`config.mk`:
```
export PLATFORM = sky130hd
export DESIGN_NAME = axis_sample_hold_v2_0
export DESIGN_NICKNAME = d
export VERILOG_FILES = /design/src/rtl/axis_sample_hold_v2_0.sv
export SDC_FILE = /design/constraint.sdc
export NUM_CORES = 1
export LEC_CHECK = 0
export ABC_CLOCK_PERIOD_IN_PS = 6060
export BUFFER_PORTS_ARGS = -buffer_cell sky130_fd_sc_hd__buf_2
export CAP_MARGIN = 10
export CORE_AREA = 2 2 96 98
export CTS_CLUSTER_SIZE = 24
export DETAILED_ROUTE_END_ITERATION = 7
export DIE_AREA = 0 0 98 100
export GPL_TIMING_DRIVEN = 0
export PLACE_DENSITY = 0.87
export REMOVE_ABC_BUFFERS = 1
export SYNTH_ARGS = -nofsm -noshare
export SYNTH_HDL_FRONTEND = slang
export SYNTH_SLANG_ARGS = --single-unit
```
`constraint.sdc`:
```
create_clock -name aclk -period 6.06 [get_ports aclk]
set_input_delay 1.212 -clock aclk [delete_from_list [all_inputs] [get_ports aclk]]
set_output_delay 1.212 -clock aclk [all_outputs]
set_load 0.01 [all_outputs]
```
`src/rtl/axis_sample_hold_v2_0.sv`:
```
// AXI-Stream sample-and-hold with TRACK / DECIM / TRIGGER / FREEZE capture modes.
// Define AXIS_SAMPLE_HOLD_STATUS_EN to add the capture_cnt / overrun_cnt status outputs.
module axis_sample_hold_v2_0 #(
    parameter int AXIS_TDATA_WIDTH = 32,
    parameter int CNT_WIDTH        = 16,
    parameter int CONTINUOUS       = 1
) (
    input  logic                        aclk,
    input  logic                        arstn,
    input  logic [1:0]                  mode,
    input  logic [CNT_WIDTH-1:0]        decim,
    input  logic                        trig,
    input  logic [AXIS_TDATA_WIDTH-1:0] s_axis_tdata,
    input  logic                        s_axis_tvalid,
    output logic                        s_axis_tready,
    input  logic                        m_axis_tready,
    output logic [AXIS_TDATA_WIDTH-1:0] m_axis_tdata,
    output logic                        m_axis_tvalid,
    output logic                        overrun
`ifdef AXIS_SAMPLE_HOLD_STATUS_EN
    ,
    output logic [31:0]                 capture_cnt,
    output logic [15:0]                 overrun_cnt
`endif
);

    localparam logic [1:0] MODE_TRACK   = 2'b00;
    localparam logic [1:0] MODE_DECIM   = 2'b01;
    localparam logic [1:0] MODE_TRIGGER = 2'b10;

    logic [1:0]                  mode_q;
    logic                        trig_q;
    logic                        armed_q, armed_d;
    logic [CNT_WIDTH-1:0]        cnt_q, cnt_d;
    logic [CNT_WIDTH-1:0]        n_act_q, n_act_d;
    logic [AXIS_TDATA_WIDTH-1:0] hold_q;
    logic                        tvalid_q, tvalid_d;
    logic                        overrun_q, overrun_d;

    logic                        mode_chg;
    logic                        accept;
    logic                        trig_rise;
    logic                        armed_eff;
    logic [CNT_WIDTH-1:0]        cnt_eff;
    logic [CNT_WIDTH-1:0]        n_use;
    logic                        cnt_last;
    logic                        capture;

    // Both stream sides use valid/ready: a beat moves on a rising aclk edge where
    // tvalid and tready are both high; the input side is always ready out of reset.
    assign s_axis_tready = arstn;
    assign m_axis_tdata  = hold_q;
    assign m_axis_tvalid = tvalid_q;
    assign overrun       = overrun_q;

    always_comb begin
        mode_chg  = (mode != mode_q);
        accept    = s_axis_tvalid & s_axis_tready;
        trig_rise = trig & ~trig_q;
        cnt_eff   = mode_chg ? '0 : cnt_q;
        armed_eff = mode_chg ? 1'b0 : armed_q;
        // A new divisor is picked up only when the count restarts at zero
        n_use     = (cnt_eff == '0) ? decim : n_act_q;
        cnt_last  = (n_use <= CNT_WIDTH'(1)) || (cnt_eff >= (n_use - CNT_WIDTH'(1)));

        capture = 1'b0;
        cnt_d   = cnt_eff;
        armed_d = armed_eff;
        n_act_d = n_act_q;

        case (mode)
            MODE_TRACK: begin
                capture = accept;
            end
            MODE_DECIM: begin
                if (accept) begin
                    capture = (cnt_eff == '0);
                    if (cnt_eff == '0) begin
                        n_act_d = decim;
                    end
                    cnt_d = cnt_last ? '0 : cnt_eff + CNT_WIDTH'(1);
                end
            end
            MODE_TRIGGER: begin
                if (armed_eff) begin
                    if (accept) begin
                        capture = 1'b1;
                        armed_d = 1'b0;
                    end
                end else if (trig_rise) begin
                    armed_d = 1'b1;
                end
            end
            default: begin
            end
        endcase

        if (CONTINUOUS != 0) begin
            tvalid_d  = 1'b1;
            overrun_d = 1'b0;
        end else begin
            tvalid_d  = capture | (tvalid_q & ~m_axis_tready);
            overrun_d = capture & tvalid_q & ~m_axis_tready;
        end
    end

    always_ff @(posedge aclk or negedge arstn) begin
        if (!arstn) begin
            mode_q    <= MODE_TRACK;
            trig_q    <= 1'b0;
            armed_q   <= 1'b0;
            cnt_q     <= '0;
            n_act_q   <= '0;
            hold_q    <= '0;
            tvalid_q  <= 1'b0;
            overrun_q <= 1'b0;
        end else begin
            mode_q    <= mode;
            trig_q    <= trig;
            armed_q   <= armed_d;
            cnt_q     <= cnt_d;
            n_act_q   <= n_act_d;
            tvalid_q  <= tvalid_d;
            overrun_q <= overrun_d;
            if (capture) begin
                hold_q <= s_axis_tdata;
            end
        end
    end

`ifdef AXIS_SAMPLE_HOLD_STATUS_EN
    always_ff @(posedge aclk or negedge arstn) begin
        if (!arstn) begin
            capture_cnt <= '0;
            overrun_cnt <= '0;
        end else begin
            if (capture) begin
                capture_cnt <= capture_cnt + 32'd1;
            end
            if (overrun_d && (overrun_cnt != 16'hFFFF)) begin
                overrun_cnt <= overrun_cnt + 16'd1;
            end
        end
    end
`endif

endmodule
```
==> results.cfg, run 1 <==
[hold_path]
hold_end = m_axis_tdata[26]$_DFFE_PN0P_
hp-start = m_axis_tdata[26]$_DFFE_PN0P_
hold_depth = 1
holdCritPathClass = flop to flop

[clock_tree]
numCtsBuffers = 9
clockBufferDepth = 2
htree_levels = 3
cts_sinks = 69
holdBufCountCts = 0
cts_tree = built
root_buffer = clkbuf_8
worstSkewPairLatency_ns = 0.36
clkTransAtPathRegs_ns = 0.08

[job]
drv_cap = 0

[critical_path]
ff2ff_path_depth = 22
required_ns = 6.30
cp-end-kind = flop
r2r-start = mode_q[1]$_DFF_PN0_
crit_fanout = 8
timing.rr.end = cnt_q[4]$_DFF_PN0_
arrival_ns = 6.18
critPathKind = primary input to flop
cp-start-kind = primary input
slowest_stage = a2111oi_2
rrSetupSlack_ns = 0.72
cp_slowest_stage_delay_ns = 0.42
worstPathCellList = buf_2, xor2_4, nor2_4, nand2_4, ha_4, nor4b_4, nand4_1, a21boi_4, mux2i_4, ha_4, nand2_1, nor2_2, a21oi_2, a2111oi_2, xor2_1, mux2i_1, ha_1, and4_1, a21oi_1, a21oi_1, a211oi_4, nand3_2, o311ai_1
path_buf_inv = 1
cp_top_family = compound AO/OA/AOI/OAI gates

[final_layout]
fin_cells = 620
regArea_um2 = 1730
nets = 583
drive_gt1_share_pct = 38.7
nFillCells = 674
antenna_cells = 0
area_delta_synth_final_pct = 25.5
multi_input_area_um2 = 2650

[sta]
timing.final.crit_share_pct = 97.9
slew_headroom_pct = 27.2
tns_ns = 0
drv_slew = 0
hold_viol_final = 0
tightest_slew_ns = 1.08
fin_hold_ws_ns = 0.505
skew_ns = 0.0182
period_minus_slack_ns = 5.93
setup_viol = 0
fmax_mhz = 169

[route]
ant_nets = 0
viasPerCell = 5.97
vias = 3700
drc = 0
dr.pass1.iters = 6
drt-total-wl_mm = 11.4
wl_per_cell_um = 18.3
drt_iter0_drc = 266

[pwr]
cellLeakagePower_nw = 2.48
power.density_nw_per_um2 = 259
clkPwrFrac_pct = 31.9
p_sw_share_pct = 31.5
p_comb_share_pct = 23.8
seq_power_share_pct = 44.3
power.total_mw = 1.38
ir_drop_uv = 236
intPower_uw = 947
switchingPower_uw = 435

[logic_synthesis]
synth_cell_types = 53
synth-main-ff-cell = dfrtp_1
syn-instance-count = 406
ys.warnings.count = 0
synthArstFlopShare_pct = 100
synth_edf_count = 0
synth_top_area_share_pct = 40.6
synth_top_area_cell = dfrtp_1
synthTopCellsByCount = 69 x dfrtp_1, 45 x mux2_2, 33 x nand2_1
avgSynthCellArea_um2 = 10.5
synth_area_um2 = 4250
synth_seq_cells = 69
ys_seq_area_share_pct = 40.6
synth.area.top_cells = dfrtp_1 41%, mux2_2 12%, ha_1 7.1%
synth.most_common_cell = dfrtp_1

[place]
placedCellCount = 591
io_buffers = 87
gp_congestion = 0.898
place_hpwl_mm = 7.46

[global_routing]
grt_max_degree = 75
grt_overflow = 0
grtUsageTotal_pct = 22.2
antenna_found_initial = 0
grt_pass1_vias = 3665
grt_pass1_wl_mm = 17.6

[die]
die_w_um = 98
io_pins = 90
std_cell_rows = 35
floorplan.die_area_um2 = 9800
initial_utilization_pct = 47.9
die_y_um = 100
core-area_um2 = 8890

[outcome]
outcome = finished, final reports clean
[layer usage]
metal / routed length (µm) / vias to the layer above / GRT usage [%]
li1: - / 1663 / -
met1: 4670 / 1819 / 27.7
met2: 5480 / 192 / 37.5
met3: 974 / 26 / 5.85
met4: 231 / 0 / 8.23
met5: 0 / - / 0
[power groups by stage]
stage | Combinational (mW) | Sequential, mW | Clock [mW]
after floorplan | 0.147 | 0.632 | 0
after global placement | 0.289 | 0.608 | 0
after detailed placement | 0.305 | 0.612 | 0
after CTS | 0.315 | 0.610 | 0.443
after global routing | 0.354 | 0.623 | 0.458
final | 0.329 | 0.612 | 0.441
[placed cells by master (no fill, tap or decap), types with 3 or more instances in the layout]
cell type,instances
and4_1,3
a21oi_1,15
buf_2,86
nand4_1,10
nor3_2,4
mux2_2,45
nand2b_1,3
nor3_1,10
a21o_1,4
and3_1,5
or3_1,4
or4_1,3
o21ai_0,12
mux2i_1,8
xor2_1,19
nor4_1,7
and2_1,10
inv_1,10
buf_4,12
o211ai_1,4
mux2i_4,3
nor2_1,24
ha_1,22
nand3_1,8
dfrtp_1,69
xnor2_1,11
clkbuf_8,9
nand2_1,31
[kinds of logic after synthesis]
family          Yosys count  synth area share (%)
simple gates            143                  18.1
flops                    69                  40.6
mux                      57                  14.8
compound gates           54                  9.68
xor+xnor                 32                  6.59
buf+inv                  25                  3.03
fa+ha+maj                24                  7.06
other cells               2                 0.177
[per-stage QoR]
stage / instance area [µm²] / setup WS (ns) / util (%)
after floorplan: 4160 / -1.25 / -
after global placement: 4740 / -3.04 / 53.3
after detailed placement: 4770 / -2.23 / 53.7
after CTS: 5170 / 0.0761 / 58.1
after global routing: 5340 / -0.0923 / 60.1
final: 5340 / 0.126 / 60.1
[final cells by class]
type / count / share of cell area (%)
flip-flops and latches: 69 / 32.3
repair buffers: 101 / 10.5
clock buffers: 9 / 2.32
inverters: 10 / 0.703
clock inverters: 7 / 1.97
multi-input cells: 313 / 49.5
well taps: 111 / 2.60
[sequential cells by signal (all words and copies together), names as in the netlist]
register,flops
armed_q,1
cnt_q,16
m_axis_tdata,32
m_axis_tvalid,1
mode_q,2
n_act_q,16
trig_q,1
[worst max path at each step]
stage	slack (ns)	cells past startpoint	to	from
2_1_floorplan	-1.25	21	cnt_q[5]$_DFF_PN0_	mode[1]
3_3_place_gp	-3.04	22	cnt_q[5]$_DFF_PN0_	mode[1]
3_5_place_dp	-2.23	22	cnt_q[4]$_DFF_PN0_	mode[0]
4_1_cts	0.08	22	cnt_q[4]$_DFF_PN0_	mode[1]
5_1_grt	-0.09	24	cnt_q[12]$_DFF_PN0_	mode[0]
6_report	0.13	23	cnt_q[4]$_DFF_PN0_	mode[1]
[what timing repair did]
action | CTS | global route
pin swaps | 6 | 6
cloned | 0 | 1
endpoints found under the setup margin | 16 | 16
buffers inserted | 4 | 8
resized for setup | 22 | 17
Note: power is estimated with default switching activity, not from simulation.
==> run 2, diff against run 1 <==
- REMOVE_ABC_BUFFERS: 1 -> not set
==> results.cfg, run 2 (synthesized netlist as in run 1, its figures left out) <==
[outcome]
outcome = finished, final reports clean

[final_layout]
antenna_cells = 0
nets = 597
layout_commonest_cell = buf_2
area_delta_synth_final_pct = 26.8
largest_reg_flops = 32
drive_gt1_share_pct = 40.0
final_area_um2 = 5390
final_cell_mix = 89 x buf_2, 69 x dfrtp_1, 45 x mux2_2

[global_routing]
grt_overflow = 0
grtUsageTotal_pct = 22.3
antenna_found_initial = 0
grt_pass1_vias = 3680
grt_max_degree = 75
grt_pass1_wl_mm = 17.4

[die]
floorplan.die_area_um2 = 9800
initial_utilization_pct = 47.9
die_w_um = 98
io_pins = 90
std_cell_rows = 35
die_y_um = 100
core-area_um2 = 8890

[clock_tree]
root_buffer = clkbuf_8
holdBufCountCts = 0
worstSkewPairLatency_ns = 0.36
clockBufferDepth = 2
cts_tree = built
htree_levels = 3
cts_sinks = 69
clkTransAtPathRegs_ns = 0.08
numCtsBuffers = 9

[pwr]
cellLeakagePower_nw = 2.50
ir_drop_uv = 290
power.density_nw_per_um2 = 247

[route]
wl_per_cell_um = 17.5
vias = 3673
ant_nets = 0
dr.pass1.iters = 5
viasPerCell = 5.79
drc = 0
drt_iter0_drc = 291
drt-total-wl_mm = 11.1

[sta]
tns_ns = 0
skew_ns = 0.0150
timing.final.crit_share_pct = 99.1
period_minus_slack_ns = 6.00
slew_headroom_pct = 40.0
tightest_slew_ns = 0.900
fmax_mhz = 167
setup_viol = 0
hold_viol_final = 0
fin_hold_ws_ns = 0.509
drv_slew = 0

[hold_path]
holdCritPathClass = flop to flop

[critical_path]
arrival_ns = 6.26
cp-start-kind = primary input
required_ns = 6.32
critPathKind = primary input to flop
crit_fanout = 10
cp-end-kind = flop

[place]
io_buffers = 87
post_dp_cell_area_um2 = 4940
gp_congestion = 0.865
place_hpwl_mm = 7.79

[job]
drv_cap = 0

[logic_synthesis]
syn_nets = 485
## run 2: cell type report
cell class | instances | area, µm²
clock buffer | 10 | 128
timing repair buffer | 101 | 549
buffer | 15 | 113
clock inverter | 6 | 71.3
inverter | 10 | 37.5
sequential | 69 | 1730
multi-input combinational | 312 | 2630
tap | 111 | 139
fill | 683 | 3500
## run 2: worst paths after layout
| check | startpoint | endpoint | slack (ns) | cells after the start |
|---|---|---|---|---|
| setup / recovery | mode[0] | cnt_q[9]$_DFF_PN0_ | 0.06 | 26 |
| hold reg to reg | m_axis_tdata[3]$_DFFE_PN0P_ | m_axis_tdata[3]$_DFFE_PN0P_ | 0.51 | 1 |
| setup reg to reg | mode_q[1]$_DFF_PN0_ | cnt_q[9]$_DFF_PN0_ | 0.62 | 25 |
| max in group asynchronous | arstn | cnt_q[13]$_DFF_PN0_ | 4.49 | 1 |
| hold / removal | m_axis_tdata[3]$_DFFE_PN0P_ | m_axis_tdata[3]$_DFFE_PN0P_ | 0.51 | 1 |
| min in group asynchronous | arstn | m_axis_tdata[18]$_DFFE_PN0P_ | 0.97 | 1 |
## run 2: critical path, cell delays in order
cell and delay [ns]:
buf_2 0.17, xor2_4 0.19, nor2_4 0.09, buf_4 0.19, nand2_4 0.11, ha_4 0.15, nor4b_4 0.21, nand4_1 0.19
a21boi_2 0.26, clkbuf_8 0.20, mux2i_4 0.25, ha_2 0.22, buf_6 0.14, nor4b_4 0.25, mux2i_4 0.16, a2111oi_4 0.37
xor2_1 0.22, mux2i_1 0.13, ha_1 0.28, and4_1 0.22, a21oi_2 0.15, a21oi_2 0.09, a211oi_4 0.28, buf_6 0.18
a21oi_4 0.11, nor3_1 0.23
## run 2: where the power goes
group          switching [mW]  internal (mW)  leakage [nW]
Clock                   0.197          0.194        0.0935
Combinational           0.164          0.164          1.55
Sequential             0.0669          0.546         0.857
## run 2: metrics by stage
stage          worst slack, ns  utilization (%)  std cells  total power [mW]
2_1_floorplan          0.00890                -        406             0.792
3_3_place_gp             -1.12             55.6        604             0.911
3_5_place_dp             -1.24             55.6        604             0.931
4_1_cts               0.000601             58.9        629              1.33
5_1_grt                 -0.168             60.7        634              1.40
6_report                0.0555             60.7        634              1.33
## run 2: timing repair
item | in CTS | in global routing
endpoints found under the setup margin | 16 | 16
pin swaps | 7 | 8
resized for setup | 4 | 23
setup buffers | 9 | 5
## run 2: routing by layer
metal / track usage [%] / share of wire [%]
met5: 0 / 0
met4: 9.51 / 2.9
met3: 5.99 / 8.0
met2: 37.2 / 49
met1: 27.6 / 40
